--- config.mk ---
export PLATFORM = sky130hd
export DESIGN_NAME = eb_downsizer
export DESIGN_NICKNAME = d
export VERILOG_FILES = /design/src/rtl/eb_downsizer.sv
export SDC_FILE = /design/constraint.sdc
export NUM_CORES = 1
export LEC_CHECK = 0
export BUFFER_PORTS_ARGS = -buffer_cell sky130_fd_sc_hd__clkbuf_2
export CAP_MARGIN = 30
export CORE_MARGIN = 3
export CORE_UTILIZATION = 25
export CTS_BUF_LIST = sky130_fd_sc_hd__clkbuf_2 sky130_fd_sc_hd__clkbuf_4 sky130_fd_sc_hd__clkbuf_8
export DETAILED_ROUTE_END_ITERATION = 10
export SKIP_CTS_REPAIR_TIMING = 1
export SYNTH_ARGS = -nofsm -noshare
export SYNTH_HDL_FRONTEND = slang
export SYNTH_SLANG_ARGS = --single-unit
--- constraint.sdc ---
create_clock -name clk -period 3 [get_ports clk]
set_input_delay 0.45 -clock clk [delete_from_list [all_inputs] [get_ports clk]]
set_output_delay 0.45 -clock clk [all_outputs]
set_load 0.1 [all_outputs]
--- src/rtl/eb_downsizer.sv ---
// eb_downsizer: elastic width-down converter. Accepts one DWIDTH word per
// handshake and replays it as up to RATIO beats of OWIDTH bits, with a
// last-beat marker and no bubble between back-to-back words.
module eb_downsizer #(
  parameter int unsigned DWIDTH    = 32,
  parameter int unsigned OWIDTH    = 8,
  parameter int unsigned MSB_FIRST = 0
) (
  input  logic                                   clk,
  input  logic                                   rstf,
  input  logic [DWIDTH-1:0]                      t_data,
  input  logic [$clog2(DWIDTH/OWIDTH)-1:0]       t_len,
  input  logic                                   t_valid,
  output logic                                   t_ready,
  output logic [OWIDTH-1:0]                      i_data,
  output logic                                   i_last,
  output logic                                   i_valid,
  input  logic                                   i_ready
);

  localparam int unsigned RATIO  = DWIDTH / OWIDTH;
  localparam int unsigned CWIDTH = $clog2(RATIO);
  localparam logic [CWIDTH-1:0] LEN_MAX = CWIDTH'(RATIO - 1);

  if (OWIDTH == 0 || (DWIDTH % OWIDTH) != 0 || RATIO < 2) begin : g_param_check
    $error("eb_downsizer: DWIDTH must be a multiple of OWIDTH with a ratio of at least 2");
  end

  typedef enum logic {
    IDLE = 1'b0,
    SEND = 1'b1
  } state_t;

  state_t              state;
  logic [DWIDTH-1:0]   word_r;
  logic [CWIDTH-1:0]   len_r;
  logic [CWIDTH-1:0]   beat_cnt;
  logic                busy;
  logic                last_beat;
  logic                beat_done;
  logic                accept;

  assign busy      = (state == SEND);
  assign last_beat = busy && (beat_cnt == len_r);
  assign beat_done = busy && i_ready;
  // Ready is combinational from i_ready so a new word can load in the same
  // cycle the final beat of the current word is consumed.
  assign t_ready   = !busy || (beat_done && last_beat);
  assign accept    = t_valid && t_ready;

  assign i_valid   = busy;
  assign i_last    = last_beat;

  // Select the current slice of the held word according to beat order.
  always_comb begin
    int unsigned k;
    k = 32'(beat_cnt);
    if (MSB_FIRST != 0) k = RATIO - 1 - k;
    i_data = '0;
    for (int unsigned s = 0; s < RATIO; s++) begin
      if (s == k) i_data = word_r[s*OWIDTH +: OWIDTH];
    end
  end

  // Word load / beat sequencing FSM.
  always_ff @(posedge clk or negedge rstf) begin
    if (!rstf) begin
      state    <= IDLE;
      word_r   <= '0;
      len_r    <= '0;
      beat_cnt <= '0;
    end else if (accept) begin
      state    <= SEND;
      word_r   <= t_data;
      len_r    <= (t_len > LEN_MAX) ? LEN_MAX : t_len;
      beat_cnt <= '0;
    end else if (beat_done) begin
      if (last_beat) begin
        state    <= IDLE;
        beat_cnt <= '0;
      end else begin
        beat_cnt <= beat_cnt + CWIDTH'(1);
      end
    end
  end

endmodule

# Yosys cells after proc, flatten, opt, wreduce, memory -nomap -nowiden
# Index checks and enable logic that the tools add are counted.
# word_totals
register_bits	37
out_inout_bits	11
wordCells	31
# classes
n_addsub	1
order_cmp	1
eq_ne	4
muxes	11
reduce_logical	10
# op_table
op	count
8-bit 2-to-1 mux	4
2-bit 2-to-1 mux	4
2-bit equality test, first input constant	2
1-bit logical AND	4
2-bit nonzero test	2
1-bit 2-to-1 mux	3
2-bit by 1-bit adder with 2-bit output, second input constant	1
1-bit by 2-bit equality test with 1-bit output, first input constant	1
2-bit equality test	1
2-bit > comparator, second input constant	1
2-bit logical NOT	1
2-bit AND reduction	1
1-bit logical NOT	1
1-bit logical OR	1

# Logic depth before layout (Yosys ltp)
# Gate-level depths: netlist of run 1.
# logic_depth
depth_word	7
ltp_mapped	8
mapped_depth_nobuf	6

# Least setup slack after synthesis of run 1
# OpenSTA, ideal clock, no wires.
# synth_path
path_kind	reg-to-output
from	reg beat_cnt[1]
to	out i_data[1]
t_arrival_ns	3.486
path_slack_ns	-0.936
stages_incl_launch_ff	9
path_buffers	2
cell_sequence	dfrtp_1 -> inv_1 -> ha_1 -> clkbuf_1 -> nor2b_1 -> clkbuf_1 -> a221o_1 -> o21ai_0 -> o21ai_0
# synth_via
elab_chain_cells	5
elab_cells_between_ends	8
# synth_rtl
element	line	source
from (decl)	37	logic [CWIDTH-1:0] beat_cnt;
from (signal assigned)	82	beat_cnt <= beat_cnt + CWIDTH'(1);
2-bit logical NOT	61	if (s == k) i_data = word_r[s*OWIDTH +: OWIDTH];
8-bit 2-to-1 mux (3 in a row)	61	
8-bit 2-to-1 mux (*)	61	
to (decl)	15	output logic [OWIDTH-1:0] i_data,
# Every way passes the cells marked *; elsewhere a longest branch is shown, timed or not.

# Final worst setup path of run 1
# layout_path
from	reg beat_cnt[0]
to	out i_data[4]
# Same word-level chain as after synthesis.

==> reports/metrics.cfg, run 1 <==
[synth]
synth_cell_types = 23
netlist_area_mm2 = 0.00192
yosys.cell_count.top_type = dfrtp_1
async_reset_ff_share_pct = 100
yosysTopAreaCell = dfrtp_1
synth_area_leaders = dfrtp_1 48%, mux2_4 23%, o21ai_0 5.2%
yosysSeqAreaShare_pct = 48.2
synth-seq-cells = 37
synthTopCellsByCount = 37 x dfrtp_1, 30 x mux2_4, 20 x o21ai_0, 13 x nand2_1
netlist_instances = 149
yosys_warnings = 0
synth-edff-count = 0
synth_top_area_share_pct = 48.2
avgSynthCellArea_um2 = 12.9
synth_nets = 191
ys.flop_type = dfrtp_1

[placed_design]
dp_cells = 290
gp_congestion = 0.790
hpwl_um = 3120
port_buffers = 48
preCtsSetupSlack_ps = 433

[sta]
tns_ps = 0
final-max-slew-violation-count = 0
setup_viol = 0
tightest_slew_ps = 609
fin_crit_ps = 2670
layout_setup_ws_ps = 326
skew_ps = 4.24
rsz0062_at_grt = no
hold_viol = 0
maxSlewHeadroom_pct = 59.4
fin_hold_ws_ps = 391
clock.fmax_mhz = 374
fin_crit_sh_pct = 89.1

[setup_path]
cp.required_ps = 2550
crit_path_start_kind = flop
path_max_fanout = 8
end_kind = output port
cp.arrival_ps = 2220
critPathKind = reg -> out
reg2reg_slack_ps = 950

[drt]
wl_um = 4110
dr_total_vias = 1283
first_pass_iters = 3
antenna_left = 0
routed_via_density = 4.28
wl_per_cell_um = 13.7
first_iter_violations = 58
drcViolationCount = 0

[die]
ios = 49
dieArea_mm2 = 0.00877
start_util_pct = 26.1
core_area_mm2 = 0.00737
die_h_um = 93.7
die_w_um = 93.7
rows = 31

[cts]
cts_tree = built
cts_buffer_depth = 2
cts_max_level = 2
cts.sinks = 37
cts_buffers = 5
path_clk_slew_ps = 70
insertion_delay_ps = 280
root_buffer = clkbuf_8

[min_path]
hp-class = in -> reg

[cells_and_area]
diodes = 0
nFillCells = 750
finish.cell_count_without_fillers = 300
drive_above_1_share_pct = 50.7
layout.nets = 242
syn_to_final_growth_pct = 25.5

[global_routing]
grt_pass1_wl_um = 6580
grt_antenna_before_repair = 0
grt_use_total_pct = 9.67
grt_max_degree = 38
grt_pass1_vias = 1333
overflow = 0

[run]
drv_cap = 0

[run_status]
outcome = finished, final reports clean

[metrics by stage]
step,utilization (%),instance area (um2)
floorplan,-,1950
global placement,30.6,2260
detailed placement,30.6,2260
CTS,32.3,2380
global route,32.7,2410
finish,32.7,2410
[per-layer routing]
layer  global-route usage [%]  up-vias  share of wire [%]
met5                        0        -                  0
met1                     13.0      609                 48
met3                     3.45        2                5.4
met4                     2.89        0               0.75
met2                     14.6       27                 46
li1                         -      645                  -
[worst max-delay path: stages (launching register included)]
cell,delay (ps)
dfrtp_1,470
inv_1,150
ha_1,170
nor2b_2,300
a221o_1,200
o21ai_0,90
o21ai_2,120
buf_2,430
[path summary, 6_finish.rpt]
path,start,cells after the start,endpoint
max,beat_cnt[0],7,i_data[4]
min,t_data[15],2,word_r[15]
max reg2reg,beat_cnt[1],3,word_r[27]
min reg2reg,word_r[24],1,word_r[24]
max in group asynchronous,rstf,3,beat_cnt[1]
min in group asynchronous,rstf,2,word_r[28]
[final cells by class]
class / count / area (um2) / share of cell area (%)
clock buffers: 6 / 82.6 / 3.43
repair buffers: 52 / 295 / 12.2
inverters: 7 / 26.3 / 1.09
clock inverters: 2 / 37.5 / 1.56
well taps: 99 / 124 / 5.14
multi-input cells: 97 / 920 / 38.1
flip-flops and latches: 37 / 926 / 38.4
[flip-flops by register name, summed over array words and instances, names as in the netlist]
register and flops:
word_r 32, beat_cnt 2, len_r 2, i_valid 1
[cell families after synthesis]
| family | count (synthesis) | synth area share [%] |
|---|---|---|
| AO/OA/AOI/OAI | 39 | 13.6 |
| XOR/XNOR | 2 | 0.912 |
| adder cells (fa/ha/maj) | 4 | 2.61 |
| buffers and inverters | 15 | 5.47 |
| flip-flops | 37 | 48.2 |
| multiplexers | 32 | 24.6 |
| AND/OR/NAND/NOR | 20 | 4.56 |
[cell usage in the layout, fill, tap and decap left out]
cell type	count
a211oi_1	1
a21oi_1	4
a221o_1	7
a31oi_1	3
buf_12	1
buf_2	3
buf_4	6
bufinv_16	1
clkbuf_2	41
clkbuf_8	6
clkinvlp_4	1
dfrtp_1	37
dlygate4sd3_1	1
ha_1	4
inv_1	7
mux2_2	2
mux2_4	30
nand2_1	13
nand3_1	2
nor2_1	1
nor2b_2	1
nor3_2	1
o21ai_0	11
o21ai_1	3
o21ai_2	6
o31ai_1	2
o32ai_1	1
o41a_4	1
or2_2	1
or3_2	1
xor2_1	2
Power of run 1 is left out: the tool's default activity adds up to more than one toggle a clock period on the data nets, which glitch-free logic cannot reach.
==> run 2, diff against run 1 <==
==> constraint.sdc (replaced) <==
create_clock -name clk -period 3 [get_ports clk]
set_input_delay 0.45 -clock clk [delete_from_list [all_inputs] [get_ports clk]]
set_output_delay 0.45 -clock clk [all_outputs]
set_load 0.01 [all_outputs]
==> run 2 against run 1 <==
  * Die area did not move
  * Largest cell class unchanged
  * Worst setup slack got worse by 41 ps
  * Final cell count down 2.0%
  * Utilization decreased by 1.8 points
  * Worst hold slack lost 99 ps
  * Via count is 0.31% higher
  * Clock-buffer cell count fell by 1
  * Wire length is 0.88% higher
  * Global-route usage increased by 0.34 points
  * First-iteration DRC count shrank 16%
==> reports/metrics.cfg, run 2 (same netlist as run 1, synthesis figures left out) <==
[die]
dieArea_mm2 = 0.00877  ; unchanged
ios = 49  ; unchanged
die_h_um = 93.7  ; unchanged
rows = 31  ; unchanged
core_area_mm2 = 0.00737  ; unchanged
start_util_pct = 26.1  ; unchanged
die_w_um = 93.7  ; unchanged

[global_routing]
overflow = 0  ; unchanged
grt_pass1_vias = 1372  ; was 1333
grt_max_degree = 38  ; unchanged
grt_antenna_before_repair = 0  ; unchanged
grt_use_total_pct = 10.0  ; was 9.67%
grt_pass1_wl_um = 6810  ; was 6580 um

[cts]
cts_max_level = 2  ; unchanged
insertion_delay_ps = 280  ; about the same
cts_buffer_depth = 2  ; unchanged
path_clk_slew_ps = 60  ; was 70 ps
cts_tree = built  ; unchanged
cts_buffers = 5  ; unchanged
root_buffer = clkbuf_8  ; unchanged
cts.sinks = 37  ; unchanged

[cells_and_area]
most-common-layout-cells = 48 x clkbuf_2, 37 x dfrtp_1, 30 x mux2_4  ; was 41 x clkbuf_2, 37 x dfrtp_1, 30 x mux2_4
syn_to_final_growth_pct = 18.7  ; was 25.5%
top_register = word_r  ; unchanged
top_regs = word_r (32), beat_cnt (2), len_r (2)  ; unchanged
diodes = 0  ; unchanged
largest_reg_flops = 32  ; unchanged
drive_above_1_share_pct = 45.6  ; was 50.7%
final_common_cell = clkbuf_2  ; unchanged
layout.nets = 238  ; was 242

[sta]
hold_viol = 0  ; unchanged
setup_viol = 0  ; unchanged
fin_crit_ps = 2710  ; was 2670 ps
tightest_slew_ps = 912  ; was 609 ps
rsz0062_at_grt = no  ; unchanged
fin_crit_sh_pct = 90.5  ; was 89.1%
maxSlewHeadroom_pct = 39.2  ; was 59.4%
final-max-slew-violation-count = 0  ; unchanged
clock.fmax_mhz = 368  ; was 374 MHz
tns_ps = 0  ; unchanged
skew_ps = 4.18  ; was 4.24 ps
layout_setup_ws_ps = 285  ; was 326 ps

[drt]
first_iter_violations = 49  ; was 58
first_pass_iters = 4  ; was 3
antenna_left = 0  ; unchanged
routed_via_density = 4.38  ; was 4.28
wl_per_cell_um = 14.1  ; was 13.7 um
wl_um = 4140  ; was 4110 um
dr_total_vias = 1287  ; was 1283
drcViolationCount = 0  ; unchanged

[setup_path]
ff2ff_path_depth = 3  ; unchanged
crit_path_start_kind = flop  ; unchanged
reg2reg_to = word_r[26]  ; was word_r[27]
end_kind = output port  ; unchanged
cp.arrival_ps = 2260  ; was 2220 ps
critPathKind = reg -> out  ; unchanged
r2r_start = beat_cnt[1]  ; unchanged
cp.required_ps = 2550  ; about the same
path_max_fanout = 10  ; was 8
reg2reg_slack_ps = 1000  ; was 950 ps

[placed_design]
port_buffers = 48  ; unchanged
preCtsSetupSlack_ps = 592  ; was 433 ps
gp_congestion = 0.853  ; was 0.790
hpwl_um = 3120  ; about the same

[pwr]
power_leakage_uw = 0.00114
p_per_area_mw_per_mm2 = 1150
peakVddDrop_v = 0.000275

[run]
drv_cap = 0  ; unchanged

[min_path]
hp-class = in -> async  ; was in -> reg

[run_status]
outcome = finished, final reports clean  ; unchanged

==> run 2: cell type report <==
type	instances	area, um2
Clock buffer	5	68.8
Clock inverter	1	5.00
Fill cell	757	5090
Inverter	7	26.3
Multi-Input combinational cell	97	890
Sequential cell	37	926
Tap cell	99	124
Timing Repair Buffer	48	240
==> run 2: worst max path at each step <==
stage,slack (ps),end,from,cells after the start
after floorplan,900,i_data[1],beat_cnt[1],8
after global placement,730,i_data[3],beat_cnt[1],7
after detailed placement,590,i_data[5],beat_cnt[1],7
after CTS,280,i_data[5],beat_cnt[1],7
after global routing,90,i_data[6],beat_cnt[1],7
final,290,i_data[3],beat_cnt[1],7
==> run 2: power by group <==
group / internal (uW) / switching [uW] / leakage, uW / total [uW]
combinational: 757 / 609 / 0.000664 / 1370
sequential: 761 / 188 / 0.000437 / 949
clock: 153 / 159 / 0.0000399 / 312
total: 1670 / 956 / 0.00114 / 2630
==> run 2: worst max-delay path, cell delays in order (launching register included) <==
cell	delay, ps
dfrtp_1	450
inv_1	90
ha_1	300
nor2b_1	440
a221o_1	240
o21ai_0	80
o21ai_0	210
clkbuf_2	180
==> run 2: through the flow <==
step | cells | utilization, % | power, uW | hold slack (ps) | area (um2)
after global routing | 294 | 30.9 | 2820 | 350 | 2280
after CTS | 294 | 30.9 | 2650 | 314 | 2280
after floorplan | 149 | - | 2030 | 154 | 1920
final | 294 | 30.9 | 2630 | 293 | 2280
after detailed placement | 288 | 29.9 | 2330 | 490 | 2210
after global placement | 288 | 29.9 | 2290 | 486 | 2210
==> run 2: routing by layer <==
layer  global-route usage (%)  up-vias  routed length, um
met5                        0        -                  0
met4                     3.73        0                 51
met2                     14.8       40               1810
met3                     3.69        4                269
met1                     13.4      616               2010
li1                         -      627                  -
Note: power is estimated with default switching activity, not from simulation.
==> run 3, diff against run 2 <==
Settings changed: PLACE_DENSITY set to 0.45.
==> run 3 against run 2 <==
  * Worst setup slack gained 53 ps
  * Via count grew 0.23%
  * Utilization grew 0.83 points
  * Wire length grew 0.97%
  * Sequential share of layout area shrank 1.1 points
  * Sequential power shrank 0.6%
  * First-iteration DRC count grew 16%
  * Final cell count grew 1.0%
  * Critical path depth is the same
==> reports/metrics.cfg, run 3 (same netlist as run 1, synthesis figures left out) <==
[die]
start_util_pct = 26.1  ; unchanged
core_area_mm2 = 0.00737  ; unchanged
dieArea_mm2 = 0.00877  ; unchanged
die_w_um = 93.7  ; unchanged
ios = 49  ; unchanged
rows = 31  ; unchanged
die_h_um = 93.7  ; unchanged

[placed_design]
place_area_mm2 = 0.00223  ; was 0.00221 mm2
gp_congestion = 0.737  ; was 0.853
port_buffers = 48  ; unchanged
hpwl_um = 3120  ; about the same

[drt]
first_iter_violations = 57  ; was 49
routed_via_density = 4.34  ; was 4.38
antenna_left = 0  ; unchanged
wl_um = 4180  ; was 4140 um
first_pass_iters = 4  ; unchanged
drcViolationCount = 0  ; unchanged
wl_per_cell_um = 14.1  ; about the same
dr_total_vias = 1290  ; was 1287

[cts]
insertion_delay_ps = 290  ; was 280 ps
root_buffer = clkbuf_8  ; unchanged
cts_buffer_depth = 2  ; unchanged
cts_buffers = 5  ; unchanged
cts.sinks = 37  ; unchanged
cts_max_level = 2  ; unchanged
cts_tree = built  ; unchanged
path_clk_slew_ps = 80  ; was 60 ps

[setup_path]
cp.arrival_ps = 2210  ; was 2260 ps
slowest_delay_ps = 460  ; was 450 ps
path_max_fanout = 10  ; unchanged
end_kind = output port  ; unchanged
path_buf_inv = 2  ; unchanged
slowest_stage = dfrtp_1  ; unchanged
cp.required_ps = 2550  ; about the same
critPathKind = reg -> out  ; unchanged
crit_chain = inv_1 -> ha_1 -> nor2b_1 -> a221o_1 -> o21ai_0 -> o21ai_0 -> clkbuf_2  ; unchanged
path_common_cell = o21ai_0  ; unchanged
path_delay_family = compound AO/OA/AOI/OAI gates  ; unchanged
reg2reg_slack_ps = 980  ; was 1000 ps
crit_path_start_kind = flop  ; unchanged

[cells_and_area]
design_area_mm2 = 0.00234  ; was 0.00228 mm2
final_common_cell = clkbuf_2  ; unchanged
syn_to_final_growth_pct = 21.9  ; was 18.7%
drive_above_1_share_pct = 46.5  ; was 45.6%
diodes = 0  ; unchanged
top_register = word_r  ; unchanged
most-common-layout-cells = 48 x clkbuf_2, 37 x dfrtp_1, 30 x mux2_4  ; unchanged
largest_reg_flops = 32  ; unchanged
top_regs = word_r (32), beat_cnt (2), len_r (2)  ; unchanged
layout.nets = 239  ; was 238

[sta]
tightest_slew_ps = 612  ; was 912 ps
fin_crit_ps = 2660  ; was 2710 ps
tns_ps = 0  ; unchanged
maxSlewHeadroom_pct = 59.2  ; was 39.2%
rsz0062_at_grt = no  ; unchanged
fin_crit_sh_pct = 88.7  ; was 90.5%
skew_ps = 9.58  ; was 4.18 ps
clock.fmax_mhz = 376  ; was 368 MHz
hold_viol = 0  ; unchanged
final-max-slew-violation-count = 0  ; unchanged
setup_viol = 0  ; unchanged

[pwr]
p_per_area_mw_per_mm2 = 1170  ; was 1150 mW/mm2
peakVddDrop_v = 0.000232  ; was 0.000275 V
power_leakage_uw = 0.00116  ; was 0.00114 uW

[min_path]
hp-class = in -> async  ; unchanged

[run]
drv_cap = 0  ; unchanged

[global_routing]
grt_pass1_wl_um = 6800  ; was 6810 um
grt_antenna_before_repair = 0  ; unchanged
grt_use_total_pct = 9.92  ; was 10.0%
grt_max_degree = 33  ; was 38
overflow = 0  ; unchanged
grt_pass1_vias = 1332  ; was 1372

[run_status]
outcome = finished, final reports clean  ; unchanged

run 3: changes by cell type in the layout (fill, tap and decap cells not counted), sizes merged:
cell / delta
buf: +1
bufinv: +1
clkinvlp: +1
run 3: layout make-up:
cell class | count | area [um2]
clock buffer | 5 | 68.8
clock inverter | 3 | 46.3
fill | 749 | 5030
inverter | 7 | 26.3
multi-input combinational | 97 | 890
sequential | 37 | 926
tap | 99 | 124
timing repair buffer | 49 | 260
run 3: per-layer routing:
layer | part of all wire, % | up-vias | global-route usage (%) | routed length [um]
met5 | 0 | - | 0 | 0
met4 | 1.4 | 0 | 3.61 | 57
met3 | 5.8 | 4 | 2.96 | 243
met2 | 42 | 33 | 14.5 | 1760
met1 | 51 | 618 | 13.9 | 2130
li1 | - | 635 | - | -
run 3: final timing paths:
| check | from | end | depth (start not counted) |
|---|---|---|---|
| setup reg to reg | beat_cnt[1] | word_r[27] | 3 |
| max in group asynchronous | rstf | word_r[11] | 2 |
| min in group clk | t_data[2] | word_r[2] | 2 |
| hold reg to reg | word_r[19] | word_r[19] | 1 |
| hold / removal | rstf | word_r[26] | 1 |
| setup / recovery | beat_cnt[1] | i_data[4] | 7 |
run 3: where the power goes:
part	internal [uW]	switching (uW)
logic	759	596
clock network	249	186
registers	759	183
run 3: per-stage QoR:
| step | setup WS (ps) | hold slack (ps) | power (uW) | instances | util, % |
|---|---|---|---|---|---|
| 2_1_floorplan | 898 | 154 | 2030 | 149 | - |
| 5_1_grt | 46.7 | 91.3 | 2960 | 297 | 31.8 |
| 6_report | 338 | 62.9 | 2730 | 297 | 31.8 |
| 4_1_cts | 336 | 81.4 | 2770 | 297 | 31.8 |
| 3_3_place_gp | 662 | 485 | 2310 | 288 | 29.9 |
| 3_5_place_dp | 659 | 387 | 2320 | 289 | 30.2 |
